### src/rtl/multicycle_control_fsm_pkg.sv
// ctrl_pkg: shared encodings for the multicycle RV32I control FSM.
// Optional feature macro: CTRL_ZICSR_EN (CSR instructions in the SYSTEM opcode).
package ctrl_pkg;

  typedef enum logic [3:0] {
    S_FETCH    = 4'd0,
    S_DECODE   = 4'd1,
    S_MEMADR   = 4'd2,
    S_MEMREAD  = 4'd3,
    S_MEMWB    = 4'd4,
    S_MEMWRITE = 4'd5,
    S_EXEC_R   = 4'd6,
    S_EXEC_I   = 4'd7,
    S_JAL      = 4'd8,
    S_JALR     = 4'd9,
    S_BRANCH   = 4'd10,
    S_AUIPC    = 4'd11,
    S_LUI      = 4'd12,
    S_ALUWB    = 4'd13,
    S_SYSTEM   = 4'd14,
    S_TRAP     = 4'd15
  } state_t;

  localparam logic [6:0] OP_LOAD   = 7'b0000011;
  localparam logic [6:0] OP_STORE  = 7'b0100011;
  localparam logic [6:0] OP_R      = 7'b0110011;
  localparam logic [6:0] OP_IMM    = 7'b0010011;
  localparam logic [6:0] OP_JAL    = 7'b1101111;
  localparam logic [6:0] OP_JALR   = 7'b1100111;
  localparam logic [6:0] OP_BRANCH = 7'b1100011;
  localparam logic [6:0] OP_AUIPC  = 7'b0010111;
  localparam logic [6:0] OP_LUI    = 7'b0110111;
  localparam logic [6:0] OP_SYSTEM = 7'b1110011;

  localparam logic [3:0] CAUSE_NONE    = 4'd0;
  localparam logic [3:0] CAUSE_FETCH   = 4'd1;
  localparam logic [3:0] CAUSE_ILLEGAL = 4'd2;
  localparam logic [3:0] CAUSE_LOAD    = 4'd5;
  localparam logic [3:0] CAUSE_STORE   = 4'd7;

  localparam logic [1:0] ALU_ADD   = 2'b00;
  localparam logic [1:0] ALU_SUB   = 2'b01;
  localparam logic [1:0] ALU_FUNCT = 2'b10;

  localparam logic [1:0] PC_SRC_ALU    = 2'b00;
  localparam logic [1:0] PC_SRC_ALUOUT = 2'b01;
  localparam logic [1:0] PC_SRC_TRAP   = 2'b10;

  localparam logic [2:0] MTR_ALU = 3'b000;
  localparam logic [2:0] MTR_MEM = 3'b001;
  localparam logic [2:0] MTR_CSR = 3'b010;

  // Opcode dispatch out of DECODE; unknown opcodes go to TRAP.
  function automatic state_t dispatch(input logic [6:0] op);
    state_t s;
    case (op)
      OP_LOAD, OP_STORE: s = S_MEMADR;
      OP_R:              s = S_EXEC_R;
      OP_IMM:            s = S_EXEC_I;
      OP_JAL:            s = S_JAL;
      OP_JALR:           s = S_JALR;
      OP_BRANCH:         s = S_BRANCH;
      OP_AUIPC:          s = S_AUIPC;
      OP_LUI:            s = S_LUI;
`ifdef CTRL_ZICSR_EN
      OP_SYSTEM:         s = S_SYSTEM;
`endif
      default:           s = S_TRAP;
    endcase
    return s;
  endfunction

  // funct3 legality for opcodes that constrain it; other opcodes pass.
  function automatic logic funct3_legal(input logic [6:0] op, input logic [2:0] f3);
    logic ok;
    case (op)
      OP_LOAD:   ok = (f3 != 3'd3) && (f3 != 3'd6) && (f3 != 3'd7);
      OP_STORE:  ok = (f3 <= 3'd2);
      OP_BRANCH: ok = (f3 != 3'd2) && (f3 != 3'd3);
      OP_JALR:   ok = (f3 == 3'd0);
`ifdef CTRL_ZICSR_EN
      OP_SYSTEM: ok = (f3 != 3'd0) && (f3 != 3'd4);
`else
      OP_SYSTEM: ok = 1'b0;
`endif
      default:   ok = 1'b1;
    endcase
    return ok;
  endfunction

endpackage

### src/rtl/multicycle_control_fsm_if.sv
// Memory handshake bundle between the control FSM and the memory port.
interface multicycle_control_fsm_if;
  logic mem_req;
  logic mem_we;
  logic lord;
  logic mem_ack;

  modport master (output mem_req, output mem_we, output lord, input mem_ack);
  modport slave  (input mem_req, input mem_we, input lord, output mem_ack);
endinterface

### src/rtl/multicycle_control_fsm_watchdog.sv
// ctrl_mem_watchdog: counts unacknowledged request cycles; expired is
// combinational so the FSM can leave on the last allowed wait cycle.
module ctrl_mem_watchdog #(
  parameter int MEM_TIMEOUT = 255,
  parameter int TMO_W       = $clog2(MEM_TIMEOUT + 1)
) (
  input  logic clock,
  input  logic reset,
  input  logic clr,
  input  logic en,
  output logic expired
);

  logic [TMO_W-1:0] cnt;

  // Wait-cycle counter; clear has priority over counting.
  always_ff @(posedge clock or negedge reset) begin
    if (!reset)   cnt <= '0;
    else if (clr) cnt <= '0;
    else if (en)  cnt <= cnt + 1'b1;
  end

  // Fires on the MEM_TIMEOUT-th consecutive wait cycle.
  always_comb begin
    expired = en && (cnt == TMO_W'(MEM_TIMEOUT - 1));
  end

endmodule

### src/rtl/multicycle_control_fsm.sv
// Multicycle RV32I control FSM with memory watchdog, funct3 checking and traps.
// Optional feature macro: CTRL_ZICSR_EN (CSR instructions retire via SYSTEM).
//
// state    | meaning
// FETCH    | request instruction at PC; ack latches IR and PC+4
// DECODE   | dispatch on opcode, precompute branch target
// MEMADR   | compute load/store address
// MEMREAD  | load request at ALUOut
// MEMWB    | write load data to register file
// MEMWRITE | store request at ALUOut
// EXEC_R   | register-register ALU op
// EXEC_I   | register-immediate ALU op
// JAL      | jump to precomputed target
// JALR     | jump to rs1+imm
// BRANCH   | compare and conditionally update PC
// AUIPC    | PC + upper immediate
// LUI      | upper immediate
// ALUWB    | write ALUOut / link to register file
// SYSTEM   | CSR access write-back
// TRAP     | redirect PC to trap vector, one cycle
module multicycle_control_fsm
  import ctrl_pkg::*;
#(
  parameter int MEM_TIMEOUT = 255,
  parameter int TMO_W       = $clog2(MEM_TIMEOUT + 1)
) (
  input  logic                          clock,
  input  logic                          reset,
  multicycle_control_fsm_if.master      mem,
  input  logic                          stall,
  input  logic [6:0]                    op,
  input  logic [2:0]                    funct3,
  output logic                          ir_write,
  output logic                          pc_write,
  output logic                          pc_write_cond,
  output logic                          reg_write,
  output logic                          is_imm,
  output logic                          csr_write,
  output logic [1:0]                    pc_src,
  output logic [1:0]                    alu_src_a,
  output logic [1:0]                    alu_src_b,
  output logic [1:0]                    alu_op,
  output logic [2:0]                    mem_to_reg,
  output logic                          trap,
  output logic [3:0]                    trap_cause,
  output logic                          retire,
  output logic [3:0]                    state_o
);

  state_t     state, state_next;
  logic [3:0] cause_next;
  logic       req_int;
  logic       lord_c;
  logic       tmo_expired;
  logic       wd_clr;

  // Request is a pure function of state, stall and reset so it drops the
  // moment reset asserts and never depends on the next-state logic.
  assign req_int = reset && (((state == S_FETCH) && !stall) ||
                             (state == S_MEMREAD) || (state == S_MEMWRITE));

  assign mem.mem_req = req_int;
  assign mem.mem_we  = req_int && (state == S_MEMWRITE);
  assign mem.lord    = lord_c;
  assign state_o     = state;

  assign wd_clr = !req_int || mem.mem_ack || (state_next != state);

  ctrl_mem_watchdog #(
    .MEM_TIMEOUT (MEM_TIMEOUT),
    .TMO_W       (TMO_W)
  ) u_watchdog (
    .clock   (clock),
    .reset   (reset),
    .clr     (wd_clr),
    .en      (req_int && !mem.mem_ack),
    .expired (tmo_expired)
  );

  // State register and trap cause captured on entry to TRAP.
  always_ff @(posedge clock or negedge reset) begin
    if (!reset) begin
      state      <= S_FETCH;
      trap_cause <= CAUSE_NONE;
    end else begin
      state <= state_next;
      if ((state_next == S_TRAP) && (state != S_TRAP)) trap_cause <= cause_next;
    end
  end

  // Next-state and datapath control decode.
  always_comb begin
    state_next    = state;
    cause_next    = CAUSE_NONE;
    ir_write      = 1'b0;
    pc_write      = 1'b0;
    pc_write_cond = 1'b0;
    reg_write     = 1'b0;
    is_imm        = 1'b0;
    csr_write     = 1'b0;
    pc_src        = PC_SRC_ALU;
    alu_src_a     = 2'b00;
    alu_src_b     = 2'b00;
    alu_op        = ALU_ADD;
    mem_to_reg    = MTR_ALU;
    lord_c        = 1'b0;
    trap          = 1'b0;
    retire        = 1'b0;
    case (state)
      S_FETCH: begin
        // PC+4 select only matters on the completing cycle, so it is
        // qualified with the ack to keep idle outputs at zero.
        if (req_int && mem.mem_ack) begin
          ir_write   = 1'b1;
          pc_write   = 1'b1;
          alu_src_b  = 2'b01;
          state_next = S_DECODE;
        end else if (tmo_expired) begin
          state_next = S_TRAP;
          cause_next = CAUSE_FETCH;
        end
      end
      S_DECODE: begin
        alu_src_a  = 2'b10;
        alu_src_b  = 2'b10;
        state_next = dispatch(op);
        if (!funct3_legal(op, funct3)) state_next = S_TRAP;
        if (state_next == S_TRAP) cause_next = CAUSE_ILLEGAL;
      end
      S_MEMADR: begin
        alu_src_a  = 2'b01;
        alu_src_b  = 2'b10;
        state_next = (op == OP_LOAD) ? S_MEMREAD : S_MEMWRITE;
      end
      S_MEMREAD: begin
        lord_c = 1'b1;
        if (mem.mem_ack) begin
          state_next = S_MEMWB;
        end else if (tmo_expired) begin
          state_next = S_TRAP;
          cause_next = CAUSE_LOAD;
        end
      end
      S_MEMWB: begin
        reg_write  = 1'b1;
        mem_to_reg = MTR_MEM;
        retire     = 1'b1;
        state_next = S_FETCH;
      end
      S_MEMWRITE: begin
        lord_c = 1'b1;
        if (mem.mem_ack) begin
          retire     = 1'b1;
          state_next = S_FETCH;
        end else if (tmo_expired) begin
          state_next = S_TRAP;
          cause_next = CAUSE_STORE;
        end
      end
      S_EXEC_R: begin
        alu_src_a  = 2'b01;
        alu_op     = ALU_FUNCT;
        state_next = S_ALUWB;
      end
      S_EXEC_I: begin
        alu_src_a  = 2'b01;
        alu_src_b  = 2'b10;
        alu_op     = ALU_FUNCT;
        is_imm     = 1'b1;
        state_next = S_ALUWB;
      end
      S_JAL: begin
        pc_write   = 1'b1;
        pc_src     = PC_SRC_ALUOUT;
        state_next = S_ALUWB;
      end
      S_JALR: begin
        alu_src_a  = 2'b01;
        alu_src_b  = 2'b10;
        is_imm     = 1'b1;
        pc_write   = 1'b1;
        pc_src     = PC_SRC_ALU;
        state_next = S_ALUWB;
      end
      S_BRANCH: begin
        alu_src_a     = 2'b01;
        alu_op        = ALU_SUB;
        pc_write_cond = 1'b1;
        pc_src        = PC_SRC_ALUOUT;
        retire        = 1'b1;
        state_next    = S_FETCH;
      end
      S_AUIPC: begin
        alu_src_a  = 2'b10;
        alu_src_b  = 2'b10;
        state_next = S_ALUWB;
      end
      S_LUI: begin
        alu_src_a  = 2'b11;
        alu_src_b  = 2'b10;
        state_next = S_ALUWB;
      end
      S_ALUWB: begin
        reg_write  = 1'b1;
        retire     = 1'b1;
        state_next = S_FETCH;
      end
      S_SYSTEM: begin
`ifdef CTRL_ZICSR_EN
        reg_write  = 1'b1;
        mem_to_reg = MTR_CSR;
        csr_write  = 1'b1;
        retire     = 1'b1;
`endif
        state_next = S_FETCH;
      end
      S_TRAP: begin
        trap       = 1'b1;
        pc_write   = 1'b1;
        pc_src     = PC_SRC_TRAP;
        state_next = S_FETCH;
      end
      default: state_next = S_FETCH;
    endcase
  end

endmodule

### src/flat_wrapper.sv
// flat-port wrapper written by rule: the top's interface ports become plain ports
module multicycle_control_fsm_flat import ctrl_pkg::*;
#(
  parameter int MEM_TIMEOUT = 255,
  parameter int TMO_W       = $clog2(MEM_TIMEOUT + 1)
)
  (clock, reset, stall, op, funct3, ir_write, pc_write, pc_write_cond, reg_write, is_imm, csr_write, pc_src, alu_src_a, alu_src_b, alu_op, mem_to_reg, trap, trap_cause, retire, state_o, mem_mem_req, mem_mem_we, mem_lord, mem_mem_ack);
  multicycle_control_fsm_if mem_i ();
  input  logic clock;
  input  logic reset;
  input  logic stall;
  input  logic [6:0] op;
  input  logic [2:0] funct3;
  output logic ir_write;
  output logic pc_write;
  output logic pc_write_cond;
  output logic reg_write;
  output logic is_imm;
  output logic csr_write;
  output logic [1:0] pc_src;
  output logic [1:0] alu_src_a;
  output logic [1:0] alu_src_b;
  output logic [1:0] alu_op;
  output logic [2:0] mem_to_reg;
  output logic trap;
  output logic [3:0] trap_cause;
  output logic retire;
  output logic [3:0] state_o;
  output wire logic [$bits(mem_i.mem_req)-1:0] mem_mem_req;
  output wire logic [$bits(mem_i.mem_we)-1:0] mem_mem_we;
  output wire logic [$bits(mem_i.lord)-1:0] mem_lord;
  input wire logic [$bits(mem_i.mem_ack)-1:0] mem_mem_ack;
  assign mem_mem_req = mem_i.mem_req;
  assign mem_mem_we = mem_i.mem_we;
  assign mem_lord = mem_i.lord;
  assign mem_i.mem_ack = mem_mem_ack;
  multicycle_control_fsm #(.MEM_TIMEOUT(MEM_TIMEOUT), .TMO_W(TMO_W)) u_core (.clock(clock), .reset(reset), .mem(mem_i), .stall(stall), .op(op), .funct3(funct3), .ir_write(ir_write), .pc_write(pc_write), .pc_write_cond(pc_write_cond), .reg_write(reg_write), .is_imm(is_imm), .csr_write(csr_write), .pc_src(pc_src), .alu_src_a(alu_src_a), .alu_src_b(alu_src_b), .alu_op(alu_op), .mem_to_reg(mem_to_reg), .trap(trap), .trap_cause(trap_cause), .retire(retire), .state_o(state_o));
endmodule
### config.mk
export PLATFORM = sky130hd
export DESIGN_NAME = multicycle_control_fsm_flat
export DESIGN_NICKNAME = d
export VERILOG_FILES = /design/src/rtl/multicycle_control_fsm_pkg.sv /design/src/rtl/multicycle_control_fsm_if.sv /design/src/rtl/multicycle_control_fsm_watchdog.sv /design/src/rtl/multicycle_control_fsm.sv /design/src/flat_wrapper.sv
export SDC_FILE = /design/constraint.sdc
export NUM_CORES = 1
export LEC_CHECK = 0
export BUFFER_PORTS_ARGS = -buffer_cell sky130_fd_sc_hd__buf_4
export CAP_MARGIN = 20
export CORE_AREA = 3 3 64 66
export DETAILED_ROUTE_END_ITERATION = 8
export DIE_AREA = 0 0 67 69
export PLACE_DENSITY = 0.7
export SLEW_MARGIN = 10
export SYNTH_ARGS = -nofsm -noshare
export SYNTH_HDL_FRONTEND = slang
export SYNTH_SLANG_ARGS = --single-unit
### constraint.sdc
create_clock -name clock -period 1.9 [get_ports clock]
set_input_delay 0.095 -clock clock [delete_from_list [all_inputs] [get_ports clock]]
set_output_delay 0.095 -clock clock [all_outputs]
set_load 0.1 [all_outputs]
### Word-level counts from Yosys, hierarchy flattened

Cells that the tools add are included.

| word-level totals | value |
|---|---|
| bits in registers | 16 |
| output and inout port bits | 30 |

| cells by class | value |
|---|---|
| reduce and logical (&&, ||, !) cells | 33 |
| multiplexer cells | 37 |
| $lt $le $gt $ge | 1 |
| equal/unequal tests | 34 |
| add/sub/neg operators | 1 |

Operators with widths:

| cell | number |
|---|---|
| 4-bit == test (second input constant) | 10 |
| 4-bit two-way mux | 9 |
| 4-bit one-hot mux with 8 select lines | 1 |
| 7-bit == test (second input constant) | 4 |
| 4-bit one-hot mux with 7 select lines | 1 |
| 7-bit by 6-bit == test with 1-bit output (second input constant) | 3 |
| 4-bit by 3-bit == test with 1-bit output (second input constant) | 4 |
| 8-bit two-way mux | 2 |
| 4-bit one-hot mux with 4 select lines | 1 |
| 7-bit by 5-bit == test with 1-bit output (second input constant) | 2 |
| 2-bit OR reduction | 7 |
| 1-bit two-way mux | 12 |
| 2-bit one-hot mux with 2 select lines | 3 |
| 6-bit OR reduction | 2 |
| 1-bit logical AND | 10 |
| 5-bit OR reduction | 2 |
| 3-bit two-way mux | 3 |
| 8-bit by 1-bit adder with 8-bit output (second input constant) | 1 |
| 4-bit by 2-bit == test with 1-bit output (second input constant) | 2 |
| 8-bit == test (second input constant) | 1 |
| 7-bit by 2-bit == test with 1-bit output (second input constant) | 1 |
| 3-bit by 2-bit != test with 1-bit output (second input constant) | 2 |
| 3-bit != test (second input constant) | 2 |
| 2-bit one-hot mux with 3 select lines | 1 |
| 13 further kinds | 20 |

### Logic depth before layout (Yosys ltp)

Gate-level depths: netlist of run 1.

| depth | value |
|---|---|
| depth after elaboration | 13 |
| depth in mapped cells | 9 |
| gate-level depth less buffers | 9 |

### Modules after synthesis

Synthesis of run 1 repeated with hierarchy kept, for this count alone.

| unflattened totals | value |
|---|---|
| cells, all modules | 191 |
| area total of the unflattened synthesis | 1520.2 um^2 |

By module, submodules not included:

| module | times used | cells an instance | area each (um^2) | seq. area each (um^2) |
|---|---|---|---|---|
| multicycle_control_fsm | 1 | 150 | 1108.6 | 175.2 |
| ctrl_mem_watchdog | 1 | 41 | 411.6 | 200.2 |

### Worst setup path after synthesis of run 1

Ideal clock, no wire load.

| timing | value |
|---|---|
| kind | register -> output |
| start point | reg u_core.state[0] (netlist: u_core.state_o[0]) |
| end point | out pc_write |
| data arrival time | 6.303 ns |
| path slack | -4.498 ns |
| stages on the path, launching flop included | 8 |
| required time | 1.805 ns |
| buffers on the path | 1 |
| path through | dfrtp_1 > buf_2 > a21oi_1 > a221oi_4 > nand2_1 > nor2_1 > nor2_1 > o32ai_1 |

| on the way | value |
|---|---|
| longest elaborated chain between the ends | 8 |
| elaborated cells on any way between the ends | 14 |

Ends and longest elaborated chain:

| what | RTL line | RTL |
|---|---|---|
| start, declared | multicycle_control_fsm.sv:50 | `state_t state, state_next;` |
| start signal, assigned | multicycle_control_fsm.sv:86 | `state <= state_next;` |
| 4-bit logical NOT | multicycle_control_fsm.sv:59 | `assign req_int = reset && (((state == S_FETCH) && !stall) \|\|` |
| 1-bit logical AND | multicycle_control_fsm.sv:59 |  |
| 1-bit logical OR | multicycle_control_fsm.sv:59 |  |
| 1-bit logical OR (*) | multicycle_control_fsm.sv:60 | `(state == S_MEMREAD) \|\| (state == S_MEMWRITE));` |
| 1-bit logical AND (*) | multicycle_control_fsm.sv:59 |  |
| via mem_mem_req | flat_wrapper.sv:29 | `output wire logic [$bits(mem_i.mem_req)-1:0] mem_mem_req;` |
| 1-bit logical AND (*) | multicycle_control_fsm.sv:113 | `if (req_int && mem.mem_ack) begin` |
| 1-bit two-way mux (*) | multicycle_control_fsm.sv:113 |  |
| 1-bit one-hot mux with 2 select lines (*) | multicycle_control_fsm.sv:109 | `case (state)` |
| end, declared | flat_wrapper.sv:15 | `output logic pc_write;` |

Mark *: on every way through the listed nets, which the timed path passes. The rest lies on a longest branch.

### Worst setup path in the final report of run 1

| timing | value |
|---|---|
| start point | reg u_core.state[0] (netlist: u_core.state_o[0]) |
| end point | out pc_write |

| on the way | value |
|---|---|
| longest elaborated chain between the ends | 8 |
| elaborated cells on any way between the ends | 14 |

Ends and longest elaborated chain:

| what | RTL line |
|---|---|
| 4-bit logical NOT | multicycle_control_fsm.sv:59, multicycle_control_fsm.sv:109 |
| 1-bit logical AND | multicycle_control_fsm.sv:59 |
| 1-bit logical OR | multicycle_control_fsm.sv:59 |
| 1-bit logical OR | multicycle_control_fsm.sv:60 |
| 1-bit logical AND | multicycle_control_fsm.sv:59 |
| 1-bit logical AND | multicycle_control_fsm.sv:113 |
| 1-bit two-way mux | multicycle_control_fsm.sv:113 |
| 1-bit one-hot mux with 2 select lines (*) | multicycle_control_fsm.sv:109 |

Mark *: on every way between the ends. The rest lies on a longest branch, timed or not.

==> results.tsv, run 1 <==
stage	metric	value	unit
place	place_hpwl	2.885	mm
synth	synthTopCellsByArea	sky130_fd_sc_hd__dfrtp_1 (27%), sky130_fd_sc_hd__nor2_1 (7.2%), sky130_fd_sc_hd__nand2_1 (4.6%)	
drt	dr.pass1.iters	4	
timing	totalNegativeSetupSlack	-2.877	ns
worst_setup_path	worst_ep_required_time	1.80	ns
place	port_buffers	39	
clock_network	cts_root_buffer	sky130_fd_sc_hd__clkbuf_8	
final_layout	insertedDiodeCount	0	
synth	synth_ff_type	sky130_fd_sc_hd__dfrtp_1	
drt	met3_routed_wirelength	235	um
timing	period_utilisation_layout	116.2	%
synth	synth_adder_area_share	1.787	%
synth	synth-warning-count	0	
grt	gr-total-overflow	0	
floorplan	floorplan.core_area	3633	um^2
final_layout	layout-drive-gt1-share	51.79	%
final_layout	final_cell_mix	sky130_fd_sc_hd__buf_4 (52), sky130_fd_sc_hd__nor2_1 (14), sky130_fd_sc_hd__nand2_1 (12)	
synth	synth.cell_area	1400	um^2
timing	slew-limit-headroom	65.78	%
floorplan	fp.dieW	67	um
drt	routed-via-count	1581	
final_layout	syn_to_final_growth	75.25	%
synth	synthSimpleGateAreaFrac	30.92	%
timing	final_hold_viol_count	0	
worst_setup_path	critical_path.cell_chain	or3_4 -> a221oi_4 -> nand2_2 -> nor2_4 -> nor2_2 -> o32ai_4 -> buf_12	
synth	synth.distinct_cells	53	
synth	synth_top_area_share	26.81	%
grt	grt_antenna_before_repair	0	
outcome	status	finished, violations left	
final_layout	most_common_library_cell_in_the_layout_ignoring_fill_and_taps	sky130_fd_sc_hd__buf_4	
grt	vias_in_the_first_global_route	1430	
worst_setup_path	critical_path_capture_point_type	output port	
synth	synthXorXnorAreaFrac	6.256	%
drt	dr_wl_met2	2.213	mm
drt	detail_route.iter0.violations	84	
grt	largest_net_degree_at_the_start_of_global_routing	21	
drt	highest_layer	met4	
timing	fin_crit	2.208	ns
final_layout	multi_input_comb_area	1194	um^2
timing	finClkSkew	0.002446	ns
worst_setup_path	startpoint_type	register	
synth	synth_seq_cells	15	
clock_network	clk-insertion-delay-late	0.24	ns
drt	met1Wirelength	1.799	mm
timing	timing.final.max_slew_violations	0	
synth	synth_top_family_by_area	simple AND/OR/NAND/NOR gates	
floorplan	effective_utilization_at_floorplan	38.53	%
final_layout	seqCellArea	390.4	um^2
timing	worst-slew-pin-transition	0.5087	ns
grt	global_route_wire_length_before_repair	6.541	mm
final_layout	num-fill-cells	273	
worst_setup_path	critPathMaxStageDelay	0.47	ns
floorplan	die_area	4623	um^2
hold_path	hp-class	primary input to asynchronous set/reset pin	
synth	synth-compound-area-share	23.77	%
clock_network	tritoncts_clock_tree	built	
drt	routed_wire_length_per_instance	14.35	um
worst_setup_path	critical_path_class	register to output port	
floorplan	die_h	69	um
clock_network	clockBufferDepth	2	
worst_setup_path	worst-endpoint-arrival	2.11	ns
final_layout	final_net_count	268	
place	post-place-cells	287	
place	routabilityCongestion	0.8082	
synth	synth_async_sr_flop_share	100.0	%
drt	route.detailed.drc	0	
worst_setup_path	crit_slowest_cell	sky130_fd_sc_hd__dfrtp_4	
clock_network	num_cts_buffers	3	
floorplan	boundaryPins	44	
synth	ys_seq_area_share	26.81	%
synth	synth_edf_count	0	
clock_network	cts.reportedPaths.clkPinSlew	0.06	ns
grt	grt_usage	17.51	%
outcome	violated_checks	negative setup slack	
synth	synth_instances	186	
drt	drt.antenna.violating_nets	0	
timing	timing.fmax	452.9	MHz
timing	setup_ws	-0.3082	ns
floorplan	std_cell_rows	22	
worst_setup_path	largest_driver_fanout_on_the_critical_path	2	
timing	grt_setup_unrepaired	yes	
synth	syn-mean-instance-area	7.527	um^2
clock_network	cts.sinks	15	
synth	synth_top_cell_by_area	sky130_fd_sc_hd__dfrtp_1	
flow_run	max_cap_viol_count	0	
drt	post_drt_via_cell_ratio	5.288	
synth	synth.area.mux_share	1.787	%
drt	totalWireLength	4.292	mm
clock_network	cts_htree_levels	1	
final_layout	finalNonFillerCells	299	
timing	setup_viol	19	
-- registers in the layout (all words and copies together) (netlist names) --
signal	cells
u_core.u_watchdog.cnt	8
u_core.state_o	4
u_core.trap_cause	3
-- worst max-delay path: cells and delay by family, from the launching register on --
kind | cells | cell delay, ns
AND/OR/NAND/NOR | 4 | 0.65
flip-flops | 1 | 0.47
AO/OA/AOI/OAI | 2 | 0.52
buffers and inverters | 1 | 0.21
-- synth_stat cells (2+ instances only) --
cell,number
sky130_fd_sc_hd__dfrtp_1,15
sky130_fd_sc_hd__clkbuf_1,4
sky130_fd_sc_hd__nand3_1,6
sky130_fd_sc_hd__nor3_1,3
sky130_fd_sc_hd__or3_1,3
sky130_fd_sc_hd__buf_1,3
sky130_fd_sc_hd__o32ai_1,2
sky130_fd_sc_hd__nor4_1,3
sky130_fd_sc_hd__nand4_1,2
sky130_fd_sc_hd__a31oi_1,3
sky130_fd_sc_hd__buf_2,4
sky130_fd_sc_hd__a21oi_1,8
sky130_fd_sc_hd__nand2_1,17
sky130_fd_sc_hd__xnor2_1,5
sky130_fd_sc_hd__nor2b_1,2
sky130_fd_sc_hd__o21a_1,4
sky130_fd_sc_hd__ha_1,2
sky130_fd_sc_hd__nand4b_1,2
sky130_fd_sc_hd__a21o_1,2
sky130_fd_sc_hd__o211ai_1,2
sky130_fd_sc_hd__nor2_1,27
sky130_fd_sc_hd__and3_1,3
sky130_fd_sc_hd__inv_1,9
sky130_fd_sc_hd__o21ai_0,10
sky130_fd_sc_hd__buf_4,5
sky130_fd_sc_hd__nand2b_1,9
sky130_fd_sc_hd__xor2_1,5
-- stage by stage --
step | util (%) | hold slack (ns) | setup WS [ns] | instance area, um^2
floorplan | - | -0.2006 | -1.945 | 1663
finish | 67.53 | 0.3451 | -0.3082 | 2454
CTS | 62.19 | 0.2920 | -0.2692 | 2260
global route | 67.53 | 0.3673 | -0.4279 | 2454
global placement | 57.02 | 0.06785 | -0.1571 | 2072
detailed placement | 57.02 | 0.06677 | -0.1937 | 2072
-- cell families after synthesis --
family / Yosys count
AO/OA/AOI/OAI: 46
XOR/XNOR: 10
buffers and inverters: 25
adder cells (fa/ha/maj): 2
AND/OR/NAND/NOR: 85
flip-flops: 15
multiplexers: 2
other: 1
-- area by class of cell --
class / instances / share of cell area, %
clock buffer: 4 / 1.836
inverter: 9 / 1.632
tap: 48 / 2.448
multi-input combinational: 149 / 48.65
sequential: 15 / 15.91
timing repair buffer: 74 / 29.53
-- final timing paths --
| check | startpoint | to | slack, ns | cells after the start |
|---|---|---|---|---|
| setup reg to reg | u_core.state_o[0] | u_core.trap_cause[2] | -0.28 | 9 |
| min in group clock | op[2] | u_core.state_o[3] | 0.35 | 5 |
| hold reg to reg | u_core.u_watchdog.cnt[0] | u_core.u_watchdog.cnt[0] | 0.50 | 1 |
| hold / removal | reset | u_core.u_watchdog.cnt[1] | 0.35 | 3 |
| setup / recovery | u_core.state_o[0] | pc_write | -0.31 | 7 |
| max in group asynchronous | reset | u_core.state_o[2] | 1.35 | 3 |
-- layer usage --
| metal | vias to the layer above | GRT usage [%] |
|---|---|---|
| met1 | 755 | 24.26 |
| met4 | 0 | 3.153 |
| met3 | 4 | 3.420 |
| met2 | 45 | 28.17 |
| li1 | 777 | - |
| met5 | - | 0 |
-- what timing repair did --
action	in CTS	in global routing
cloned	0	1
endpoints found under the hold margin	15	0
buffers inserted	4	5
pin swaps	10	12
gates resized for setup	28	35
hold buffers	1	0
setup endpoints to repair	20	24
Power of run 1 is left out: the tool's default activity adds up to more than one toggle a clock period on the data nets, which glitch-free logic cannot reach.
==> run 2, diff against run 1 <==
--- a/config.mk
+++ b/config.mk
@@ -7,11 +7,12 @@
 export LEC_CHECK = 0
 export BUFFER_PORTS_ARGS = -buffer_cell sky130_fd_sc_hd__buf_4
 export CAP_MARGIN = 20
-export CORE_AREA = 3 3 64 66
+export CORE_AREA = 3 3 66 68
 export DETAILED_ROUTE_END_ITERATION = 8
-export DIE_AREA = 0 0 67 69
+export DIE_AREA = 0 0 69 71
 export PLACE_DENSITY = 0.7
 export SLEW_MARGIN = 10
 export SYNTH_ARGS = -nofsm -noshare
 export SYNTH_HDL_FRONTEND = slang
+export SYNTH_HIERARCHICAL = 1
 export SYNTH_SLANG_ARGS = --single-unit
==> results.tsv, run 2 <==
stage	metric	value	unit
outcome	status	finished, violations left	
outcome	violated_checks	negative setup slack	
synth	synthTopCellsByArea	sky130_fd_sc_hd__dfrtp_1 (25%), sky130_fd_sc_hd__buf_4 (5.4%), sky130_fd_sc_hd__a21oi_1 (4.6%)	
synth	synth.cell_area	1520	um^2
clock_network	clk-insertion-delay-late	0.25	ns
synth	synth_ff_type	sky130_fd_sc_hd__dfrtp_1	
drt	drt.antenna.violating_nets	0	
drt	totalWireLength	4.505	mm
timing	period_utilisation_layout	126.7	%
place	place_hpwl	3.159	mm
drt	route.detailed.drc	0	
worst_setup_path	largest_driver_fanout_on_the_critical_path	4	
grt	largest_net_degree_at_the_start_of_global_routing	23	
place	routabilityCongestion	0.7964	
final_layout	insertedDiodeCount	0	
grt	global_route_wire_length_before_repair	7.031	mm
synth	synth_seq_cells	15	
worst_setup_path	critical_path_capture_point_type	register	
clock_network	tritoncts_clock_tree	built	
final_layout	layout-drive-gt1-share	55.21	%
clock_network	cts_htree_levels	1	
worst_setup_path	critical_path_class	register to register	
timing	setup_viol	15	
clock_network	clockBufferDepth	2	
timing	timing.fmax	415.4	MHz
worst_setup_path	worst-endpoint-arrival	2.55	ns
synth	synth_top_cell_by_area	sky130_fd_sc_hd__dfrtp_1	
drt	routed_wire_length_per_instance	14.58	um
grt	vias_in_the_first_global_route	1531	
grt	gr-total-overflow	0	
synth	synth_common_cells	sky130_fd_sc_hd__nor2_1 (18), sky130_fd_sc_hd__nand2_1 (16), sky130_fd_sc_hd__dfrtp_1 (15), sky130_fd_sc_hd__a21oi_1 (14), sky130_fd_sc_hd__o21ai_0 (12)	
worst_setup_path	startpoint_type	register	
final_layout	syn_to_final_growth	68.23	%
synth	synth_edf_count	0	
final_layout	regMostFlops	u_core/u_watchdog/cnt	
floorplan	die_area	4899	um^2
place	port_buffers	39	
clock_network	num_cts_buffers	3	
final_layout	seqCellArea	390.4	um^2
clock_network	cts.sinks	15	
grt	grt_antenna_before_repair	0	
synth	yosysMostFrequentCell	sky130_fd_sc_hd__nor2_1	
timing	worst-slew-pin-transition	0.6899	ns
synth	synth_async_sr_flop_share	100.0	%
worst_setup_path	worst_ep_required_time	2.04	ns
timing	finClkSkew	0.001122	ns
drt	dr.pass1.iters	4	
timing	slew-limit-headroom	53.86	%
synth	synth.distinct_cells	58	
floorplan	die_h	71	um
synth	synth_instances	191	
timing	fin_crit	2.407	ns
synth	ys_seq_area_share	24.69	%
clock_network	cts_root_buffer	sky130_fd_sc_hd__clkbuf_8	
timing	final_hold_viol_count	0	
floorplan	boundaryPins	44	
clock_network	cts.reportedPaths.clkPinSlew	0.06	ns
synth	syn-mean-instance-area	7.959	um^2
drt	detail_route.iter0.violations	117	
timing	timing.final.max_slew_violations	0	
floorplan	fp.dieW	69	um
floorplan	std_cell_rows	23	
synth	synth-warning-count	6	
grt	grt_usage	17.58	%
final_layout	most_common_library_cell_in_the_layout_ignoring_fill_and_taps	sky130_fd_sc_hd__buf_4	
floorplan	effective_utilization_at_floorplan	38.84	%
final_layout	num-fill-cells	311	
synth	synth_top_area_share	24.69	%
final_layout	final_cell_mix	sky130_fd_sc_hd__buf_4 (57), sky130_fd_sc_hd__nand2_1 (15), sky130_fd_sc_hd__dfrtp_1 (11)	
final_layout	final_net_count	276	
timing	totalNegativeSetupSlack	-6.702	ns
hold_path	hp-class	primary input to register	
timing	setup_ws	-0.5071	ns
place	place_ws	-0.4700	ns
drt	routed-via-count	1678	
timing	grt_setup_unrepaired	yes	
flow_run	max_cap_viol_count	0	
final_layout	multi_input_comb_area	1261	um^2
final_layout	largest_register_ff_count	8	
drt	post_drt_via_cell_ratio	5.430	
floorplan	floorplan.core_area	3914	um^2
==> run 2: changes by cell type in the layout (fill, tap and decap cells not counted), moves of 4 or more <==
cell                      before  now
sky130_fd_sc_hd__a21oi_2       3    7
sky130_fd_sc_hd__a21oi_1       4    8
sky130_fd_sc_hd__nand2_4       4    0
sky130_fd_sc_hd__buf_4        52   57
sky130_fd_sc_hd__nor2_1       14    9
==> run 2: cell type report <==
cell class                      count  share of cell area, %
Multi-Input combinational cell    155                  49.32
Timing Repair Buffer               78                  30.14
Sequential cell                    15                  15.26
Tap cell                           50                  2.446
Clock buffer                        3                  1.614
Inverter                            7                  1.027
Clock inverter                      1                 0.1957
==> run 2: final timing paths <==
check | start | endpoint | slack [ns] | cells after the start
max | u_core/state_o[0] | u_core/u_watchdog/cnt[3] | -0.51 | 12
min | op[3] | u_core/state_o[0] | 0.35 | 4
max reg2reg | u_core/state_o[0] | u_core/u_watchdog/cnt[3] | -0.51 | 12
min reg2reg | u_core/trap_cause[0] | u_core/trap_cause[0] | 0.50 | 1
max in group asynchronous | reset | u_core/state_o[2] | 0.84 | 3
min in group asynchronous | reset | u_core/u_watchdog/cnt[6] | 0.56 | 3
==> run 2: timing repair <==
action | 4_1_cts | 5_1_grt
setup buffers | 2 | 3
pin swaps | 13 | 12
gates cloned | 1 | 0
hold buffers | 1 | 0
hold endpoints to repair | 15 | 0
resized for setup | 27 | 35
setup endpoints to repair | 27 | 30
==> run 2: per-stage QoR <==
step | cells | util (%) | cell area (um^2) | hold WS [ns]
2_1_floorplan | 194 | - | 1759 | -0.2006
6_report | 309 | 65.35 | 2557 | 0.3517
5_1_grt | 309 | 65.35 | 2557 | 0.3878
4_1_cts | 308 | 61.54 | 2409 | 0.3546
3_5_place_dp | 300 | 56.04 | 2193 | 0.06175
3_3_place_gp | 300 | 56.04 | 2193 | 0.06361
==> run 2: cells by family (layout without fill, tap and decap cells) <==
group           Yosys count  count (layout)  synth area share (%)
simple gates             91              91                 35.88
flops                    15              15                 24.69
xor+xnor                  7               7                 4.033
compound gates           50              50                 23.95
fa+ha+maj                 2               2                 1.646
other cells               1               4                0.2467
buf+inv                  24              89                 8.807
mux                       1               1                0.7407
==> run 2: metal layers <==
layer,up-vias,share of wire (%),GRT usage [%]
met1,804,45,24.08
met3,8,4.4,1.705
met2,53,49,29.24
met4,0,1.6,5.640
li1,813,-,-
met5,-,0,0
==> run 2: worst max-delay path: stages, from the launching register on <==
cell,delay [ns]
sky130_fd_sc_hd__dfrtp_4,0.49
sky130_fd_sc_hd__nor4_4,0.28
sky130_fd_sc_hd__a21oi_2,0.07
sky130_fd_sc_hd__nor3b_4,0.20
sky130_fd_sc_hd__and2_4,0.18
sky130_fd_sc_hd__nand4_1,0.11
sky130_fd_sc_hd__nor2_2,0.18
sky130_fd_sc_hd__and2b_1,0.17
sky130_fd_sc_hd__nand3_1,0.07
sky130_fd_sc_hd__a21o_1,0.22
sky130_fd_sc_hd__nand4_1,0.11
sky130_fd_sc_hd__buf_4,0.15
sky130_fd_sc_hd__nor2_1,0.05
Power of run 2 is left out for the same reason.
